`config.mk`:
```
export PLATFORM = sky130hd
export DESIGN_NAME = symbol_unpacker
export DESIGN_NICKNAME = d
export VERILOG_FILES = /design/src/rtl/symbol_unpacker.sv
export SDC_FILE = /design/constraint.sdc
export NUM_CORES = 1
export LEC_CHECK = 0
export BUFFER_PORTS_ARGS = -buffer_cell sky130_fd_sc_hd__buf_2
export CAP_MARGIN = 30
export CORE_MARGIN = 2
export CORE_UTILIZATION = 49
export DETAILED_ROUTE_END_ITERATION = 12
export MAX_ROUTING_LAYER = met4
export PLACE_DENSITY = 0.76
export SLEW_MARGIN = 10
export SYNTH_ARGS = -nofsm -noshare
export SYNTH_HDL_FRONTEND = slang
export SYNTH_SLANG_ARGS = --single-unit
export TNS_END_PERCENT = 50
```
`constraint.sdc`:
```
create_clock -name clk -period 1.9 [get_ports clk]
set_input_delay 0.285 -clock clk [delete_from_list [all_inputs] [get_ports clk]]
set_output_delay 0.285 -clock clk [all_outputs]
set_load 0.1 [all_outputs]
```
`src/rtl/symbol_unpacker.sv`:
```
// symbol_unpacker: takes one 50-bit word of ten 5-bit symbols per input handshake.
// It emits the valid symbols one per cycle, LSB symbol first, on a valid/ready stream.
// It marks the final symbol of a frame and keeps a sticky error for illegal counts.
// Optional build macro: SYMBOL_UNPACKER_PREFETCH_EN adds a second word register,
// so in_ready becomes purely registered.
module symbol_unpacker #(
  parameter int unsigned SYM_W = 5,
  parameter int unsigned SYMS  = 10,
  parameter logic [SYM_W-1:0] FILL = 5'h00
) (
  input  logic                    clk,
  input  logic                    rst_n,
  input  logic                    in_valid,
  output logic                    in_ready,
  input  logic [SYM_W*SYMS-1:0]   in_data,
  input  logic [3:0]              in_count,
  input  logic                    in_last,
  output logic                    out_valid,
  input  logic                    out_ready,
  output logic [SYM_W-1:0]        out_sym,
  output logic                    out_last,
  output logic                    err
);

  localparam int unsigned WORD_W = SYM_W * SYMS;

  logic [WORD_W-1:0] cur;
  logic [3:0]        cnt;
  logic              cur_last;

  logic              in_fire;
  logic              out_fire;
  logic              count_ok;
  logic              cur_free;
  logic              load_cur;
  logic [WORD_W-1:0] load_data;
  logic [3:0]        load_count;
  logic              load_last;

  assign out_valid = (cnt != 4'd0);
  assign out_sym   = cur[SYM_W-1:0];
  assign out_last  = cur_last & (cnt == 4'd1);

  assign in_fire  = in_valid & in_ready;
  assign out_fire = out_valid & out_ready;
  assign count_ok = (in_count != 4'd0) && (in_count <= 4'(SYMS));
  // cur holds nothing after this edge: it is already empty, or its last symbol leaves now
  assign cur_free = (cnt == 4'd0) | ((cnt == 4'd1) & out_ready);

`ifdef SYMBOL_UNPACKER_PREFETCH_EN
  logic [WORD_W-1:0] nxt;
  logic [3:0]        nxt_count;
  logic              nxt_last;
  logic              nxt_valid;
  logic              pop_nxt;
  logic              load_direct;
  logic              push_nxt;

  assign in_ready    = ~nxt_valid;
  assign pop_nxt     = cur_free & nxt_valid;
  // a word bypasses nxt only when nothing is queued ahead of it
  assign load_direct = in_fire & count_ok & cur_free & ~nxt_valid;
  assign push_nxt    = in_fire & count_ok & ~load_direct;

  assign load_cur    = pop_nxt | load_direct;
  assign load_data   = pop_nxt ? nxt       : in_data;
  assign load_count  = pop_nxt ? nxt_count : in_count;
  assign load_last   = pop_nxt ? nxt_last  : in_last;

  // Prefetch register: filled by accepted words that cannot go to cur, emptied when cur frees up
  always_ff @(posedge clk or negedge rst_n) begin
    if (!rst_n) begin
      nxt       <= '0;
      nxt_count <= '0;
      nxt_last  <= 1'b0;
      nxt_valid <= 1'b0;
    end else if (push_nxt) begin
      nxt       <= in_data;
      nxt_count <= in_count;
      nxt_last  <= in_last;
      nxt_valid <= 1'b1;
    end else if (pop_nxt) begin
      nxt_valid <= 1'b0;
    end
  end
`else
  assign in_ready   = cur_free;
  assign load_cur   = in_fire & count_ok;
  assign load_data  = in_data;
  assign load_count = in_count;
  assign load_last  = in_last;
`endif

  // Holding register: a load takes priority over the per-beat right shift
  always_ff @(posedge clk or negedge rst_n) begin
    if (!rst_n) begin
      cur      <= '0;
      cnt      <= '0;
      cur_last <= 1'b0;
    end else if (load_cur) begin
      cur      <= load_data;
      cnt      <= load_count;
      cur_last <= load_last;
    end else if (out_fire) begin
      cur <= {FILL, cur[WORD_W-1:SYM_W]};
      cnt <= cnt - 4'd1;
    end
  end

  // Sticky error: an illegal count completes its handshake but only sets err
  always_ff @(posedge clk or negedge rst_n) begin
    if (!rst_n) begin
      err <= 1'b0;
    end else if (in_fire & ~count_ok) begin
      err <= 1'b1;
    end
  end

endmodule

```
==> impl_metrics.csv, run 1 <==
group,metric,value,unit
synth,yosys_warnings,0,
critical_path,cp_data_required_time,2.09,ns
clock_tree,cts.clk_slew.worst_paths,0.10,ns
power_and_ir_drop,seq_power_share,33.6,%
outcome,violations,"setup timing",
synth,ys_top_cells_by_count,"91 x mux2_2, 56 x dfrtp_1, 7 x inv_1",
power_and_ir_drop,p_sw,0.00198,W
detailed_routing,drt_iter0_markers,43,
placed_design,place.gp.congestion,0.805,
detailed_routing,antenna_left,0,
finish,finalNetCount,345,
sta,holdWs,0.209,ns
synth,yosysMostFrequentCell,"mux2_2",
sta,tightest_slew,0.544,ns
detailed_routing,drt-vias-per-instance,5.09,
placed_design,place_ws,-0.0949,ns
power_and_ir_drop,p_int,0.00366,W
die,die-area,6680,um2
synth,yosysSeqAreaShare,47.4,%
synth,synth_edf_count,0,
global_routing,track_usage,18.7,%
sta,setup_ws,-0.108,ns
synth,yosys.area.top_type_share,47.4,%
detailed_routing,drc_errors,0,
die,core_area,5890,um2
synth,netlist_instances,207,
finish,fin_area,3750,um2
global_routing,antenna_found_initial,0,
global_routing,grt_start_max_net_pins,35,
placed_design,portBuffers,67,
clock_tree,cts_tree,"built",
sta,finalCriticalPeriod,2.01,ns
finish,post-route-util,63.8,%
die,die_h,81.7,um
sta,slew_violations,0,
sta,setup_tns,-3.55,ns
critical_path,startpoint_type,"flip-flop",
clock_tree,cts_buffer_depth,2,
power_and_ir_drop,p_leak,1.90,nW
synth,avgSynthCellArea,14.3,um2
critical_path,critPathMaxFanout,15,
clock_tree,cts-root-buf,"clkbuf_8",
clock_tree,numClockSinks,56,
sta,timing.fmax,498,MHz
power_and_ir_drop,power_frac_comb,51.6,%
sta,setup_viol,48,
power_and_ir_drop,sw_frac_of_total,35.1,%
synth,synthDistinctLibCells,27,
sta,skew,0.00735,ns
hold_path,hold_path.class,"in -> reg",
detailed_routing,first_pass_iters,4,
critical_path,worstPathArrival,2.19,ns
synth,synthArstFlopShare,100,%
synth,yosys-top-cells-area,"dfrtp_1 47%, mux2_2 35%, buf_12 2.0%",
die,pin_count,68,
synth,synth_top_flop_cell,"dfrtp_1",
sta,rsz0062_at_grt,"yes",
clock_tree,cts-htree-levels,2,
die,dieWidth,81.7,um
synth,syn_area,2960,um2
clock_tree,cts_buffers,5,
sta,slew_headroom,63.7,%
synth,ys_ff_latch,56,
global_routing,grt_pass1_vias,1945,
critical_path,cp-end-kind,"flip-flop",
clock_tree,insertion_delay,0.30,ns
synth,yosysTopAreaCell,"dfrtp_1",
detailed_routing,wl_per_cell,15.6,um
synth,synth.net_count,268,
placed_design,dp_hpwl,3810,um
global_routing,grt_pass1_wl,9150,um
outcome,status,"finished, violations left",
die,initial_utilization,50.3,%
critical_path,critPathKind,"reg -> reg",
finish,syn_to_final_growth,26.8,%
power_and_ir_drop,power_density,1500,nW/um2
finish,antennaDiodeCount,0,
power_and_ir_drop,pwr-share-clk,14.8,%
detailed_routing,via_count,1834,
critical_path,reg2reg_slack,-0.11,ns
power_and_ir_drop,peakVddDrop,0.797,mV
run,timing.max_cap.violations,0,
global_routing,grt_overflow,0,
finish,drive_above_1_share,68.4,%
sta,min_period_over_period,106,%
placed_design,place_area,3410,um2
die,num_rows,28,
detailed_routing,wirelength,5630,um
sta,hold_violations,0,
==> state kept, by name (all words and copies together) (netlist names) <==
| register | flops |
|---|---|
| err | 1 |
| cur_last | 1 |
| cnt | 4 |
| cur | 50 |
==> worst max-delay path: stages, from the launching register on <==
cell,delay (ns)
dfrtp_1,0.41
inv_2,0.09
ha_4,0.12
or3b_4,0.41
nand2_8,0.12
buf_12,0.16
mux2_1,0.33
mux2_2,0.26
==> placed cells by master, fill, tap and decap left out, types with 2 or more instances in the layout <==
master,instances
mux2_2,54
mux2_4,39
dfrtp_1,56
buf_2,65
clkbuf_8,7
mux2i_1,6
a21o_1,2
inv_2,2
nand2_1,6
a21oi_1,3
inv_1,5
buf_4,11
buf_12,8
==> timing repair <==
item | CTS | global route
endpoints found under the hold margin | 22 | 0
buffers inserted | 2 | 1
gates resized for setup | 33 | 11
endpoints found under the setup margin | 47 | 51
hold buffers | 1 | 0
cloned | 1 | 0
==> power by group through the flow <==
stage	Clock, W	Sequential [W]	Combinational, W
after floorplan	0	0.00191	0.00204
after global placement	0	0.00188	0.00246
after detailed placement	0	0.00190	0.00253
after CTS	0.000855	0.00190	0.00285
after global routing	0.000918	0.00196	0.00310
final	0.000838	0.00190	0.00291
==> metal layers <==
layer	GRT usage [%]	share of wire [%]	up-vias
met3	3.52	4.2	8
met5	-	0	-
li1	-	-	882
met2	29.3	48	45
met1	24.8	46	899
met4	5.67	1.7	0
==> final timing paths <==
| check | cells past startpoint | from | end |
|---|---|---|---|
| min in group asynchronous | 2 | rst_n | cur[1] |
| setup reg to reg | 7 | cnt[0] | cur[23] |
| setup / recovery | 7 | cnt[0] | cur[23] |
| hold / removal | 2 | in_data[8] | cur[8] |
| max in group asynchronous | 3 | rst_n | cur[42] |
| hold reg to reg | 1 | err | err |
==> through the flow <==
stage,cells,power (W)
global placement,347,0.00434
CTS,359,0.00560
floorplan,207,0.00395
detailed placement,347,0.00443
finish,360,0.00564
global route,360,0.00598
==> cells by family after synthesis <==
group,Yosys count,share of synthesized area (%)
muxes,100,37.8
DFF,56,47.4
buffers and inverters,23,7.61
and+or+nand+nor,18,4.65
AOI/OAI and AO/OA,7,1.44
adders and majority gates,2,0.846
xor gates and xnor gates,1,0.296
==> cell type report <==
type	instances	area (um2)
Sequential cell	56	1400
Fill cell	466	2130
Clock inverter	1	30.0
Timing Repair Buffer	86	606
Inverter	7	26.3
Clock buffer	7	96.3
Multi-Input combinational cell	128	1500
Tap cell	75	93.8
(Power assumes the default switching activity.)
==> inputs of run 2 (changes only) <==
--- a/config.mk
+++ b/config.mk
@@ -12,6 +12,7 @@
 export DETAILED_ROUTE_END_ITERATION = 12
 export MAX_ROUTING_LAYER = met4
 export PLACE_DENSITY = 0.76
+export RECOVER_POWER = 100
 export SLEW_MARGIN = 10
 export SYNTH_ARGS = -nofsm -noshare
 export SYNTH_HDL_FRONTEND = slang
==> run 2 against run 1 <==
The run still ends with setup timing left. Via count is essentially flat. Clock skew unchanged. Non-clock buffer count unchanged. Critical path type unchanged. Critical endpoint unchanged. Largest cell class unchanged.
==> impl_metrics.csv, run 2 (same netlist as run 1, synthesis figures left out) <==
group,metric,value,unit
outcome,status,"finished, violations left",
outcome,violations,"setup timing",
critical_path,crit_start,"cnt[0]",
power_and_ir_drop,peakVddDrop,0.780,mV
placed_design,place.gp.congestion,0.805,
finish,drive_above_1_share,68.4,%
finish,layout_common_cells,"58 x buf_2, 56 x dfrtp_1, 54 x mux2_2",
finish,final_common_cell,"buf_2",
run,timing.max_cap.violations,0,
detailed_routing,drt-met1-wl,2590,um
power_and_ir_drop,p_total,0.00563,W
finish,largest_reg_flops,50,
global_routing,grt_pass1_wl,9150,um
critical_path,critPathKind,"reg -> reg",
critical_path,cp-end-kind,"flip-flop",
critical_path,cp_data_required_time,2.09,ns
detailed_routing,wl_met3,235,um
detailed_routing,drt_iter0_markers,42,
hold_path,worstHoldStart,"in_data[8]",
die,dieWidth,81.7,um
critical_path,reg2reg_slack,-0.11,ns
clock_tree,cts.clk_slew.worst_paths,0.10,ns
clock_tree,numClockSinks,56,
sta,min_period_over_period,106,%
clock_tree,insertion_delay,0.30,ns
detailed_routing,wirelength,5630,um
finish,syn_to_final_growth,26.1,%
detailed_routing,drt-vias-per-instance,5.09,
sta,slew_violations,0,
clock_tree,cts-htree-levels,2,
die,initial_utilization,50.3,%
detailed_routing,via_count,1833,
critical_path,cp.depth,7,
critical_path,cp-endpoint,"cur[23]",
power_and_ir_drop,power_density,1510,nW/um2
detailed_routing,wl_per_cell,15.7,um
detailed_routing,antenna_left,0,
clock_tree,cts-root-buf,"clkbuf_8",
sta,setup_tns,-3.55,ns
finish,finalNetCount,345,
critical_path,cp_slowest_stage_delay,0.41,ns
critical_path,startpoint_type,"flip-flop",
clock_tree,cts_buffers,5,
power_and_ir_drop,p_leak,1.89,nW
critical_path,path_delay_family,"multiplexers",
die,num_rows,28,
global_routing,track_usage,18.7,%
detailed_routing,drc_errors,0,
sta,timing.fmax,498,MHz
critical_path,cp_slowest_cell,"dfrtp_1",
sta,tightest_slew,0.568,ns
critical_path,cp_num_buf_inv,2,
global_routing,antenna_found_initial,0,
placed_design,portBuffers,67,
critical_path,critPathMaxFanout,15,
finish,largest_register,"cur",
critical_path,r2r-start,"cnt[0]",
die,core_area,5890,um2
sta,finalCriticalPeriod,2.01,ns
global_routing,grt_start_max_net_pins,35,
detailed_routing,wl_met2,2710,um
global_routing,grt_pass1_vias,1945,
global_routing,grt_overflow,0,
die,die-area,6680,um2
placed_design,dp_hpwl,3810,um
sta,hold_violations,0,
finish,post-route-util,63.4,%
clock_tree,cts_tree,"built",
sta,slew_headroom,62.1,%
critical_path,crit_path_cell_trace,"inv_2 -> ha_4 -> or3b_4 -> nand2_8 -> buf_12 -> mux2_1 -> mux2_2",
sta,setup_viol,48,
critical_path,rr_worst_depth,7,
detailed_routing,first_pass_iters,4,
finish,largestRegisters,"cur (50), cnt (4)",
critical_path,timing.rr.end,"cur[23]",
hold_path,hold_path.class,"in -> reg",
critical_path,worstPathArrival,2.19,ns
finish,final_cells,360,
die,pin_count,68,
detailed_routing,highest_layer,"met4",
placed_design,post-place-cells,347,
sta,skew,0.00735,ns
sta,setup_ws,-0.108,ns
finish,antennaDiodeCount,0,
placed_design,place_ws,-0.0949,ns
clock_tree,cts_buffer_depth,2,
sta,rsz0062_at_grt,"yes",
die,die_h,81.7,um
## run 2: changes by cell type in the layout (fill, tap and decap cells not counted), sizes merged
cell / delta
buf: -8
clkbuf: +8
## run 2: metrics by stage
| step | area, um2 | hold slack, ns |
|---|---|---|
| 2_1_floorplan | 2970 | -0.0106 |
| 3_3_place_gp | 3410 | 0.308 |
| 3_5_place_dp | 3410 | 0.310 |
| 4_1_cts | 3700 | 0.202 |
| 5_1_grt | 3730 | 0.185 |
| 6_report | 3730 | 0.209 |
## run 2: how the worst min path moves through the flow
stage,end,cells after the start
final,cur[8],2
after global routing,cur[40],2
after CTS,cur[8],2
after detailed placement,cur[1],1
after global placement,cur[1],1
after floorplan,cnt[0],0
## run 2: per-layer routing
metal / vias up / GRT usage (%)
met2: 45 / 29.3
met4: 0 / 5.67
met5: - / -
met1: 898 / 24.8
met3: 8 / 3.52
li1: 882 / -
## run 2: what timing repair did
| action | 4_1_cts | 5_1_grt |
|---|---|---|
| hold buffers | 1 | 0 |
| cloned | 1 | 0 |
| buffers inserted | 2 | 1 |
| gates resized for setup | 33 | 11 |
| endpoints found under the setup margin | 47 | 51 |
| endpoints found under the hold margin | 22 | 0 |
## run 2: layout make-up
type | count | area (um2)
timing repair buffer | 86 | 584
clock inverter | 1 | 30.0
fill | 471 | 2150
tap | 75 | 93.8
multi-input combinational | 128 | 1500
clock buffer | 7 | 96.3
sequential | 56 | 1400
inverter | 7 | 26.3
## run 2: power breakdown
part / leakage (nW) / switching [W] / total (W) / internal, W
clock: 0.0645 / 0.000372 / 0.000838 / 0.000466
combinational: 1.10 / 0.00136 / 0.00289 / 0.00153
sequential: 0.724 / 0.000246 / 0.00190 / 0.00165
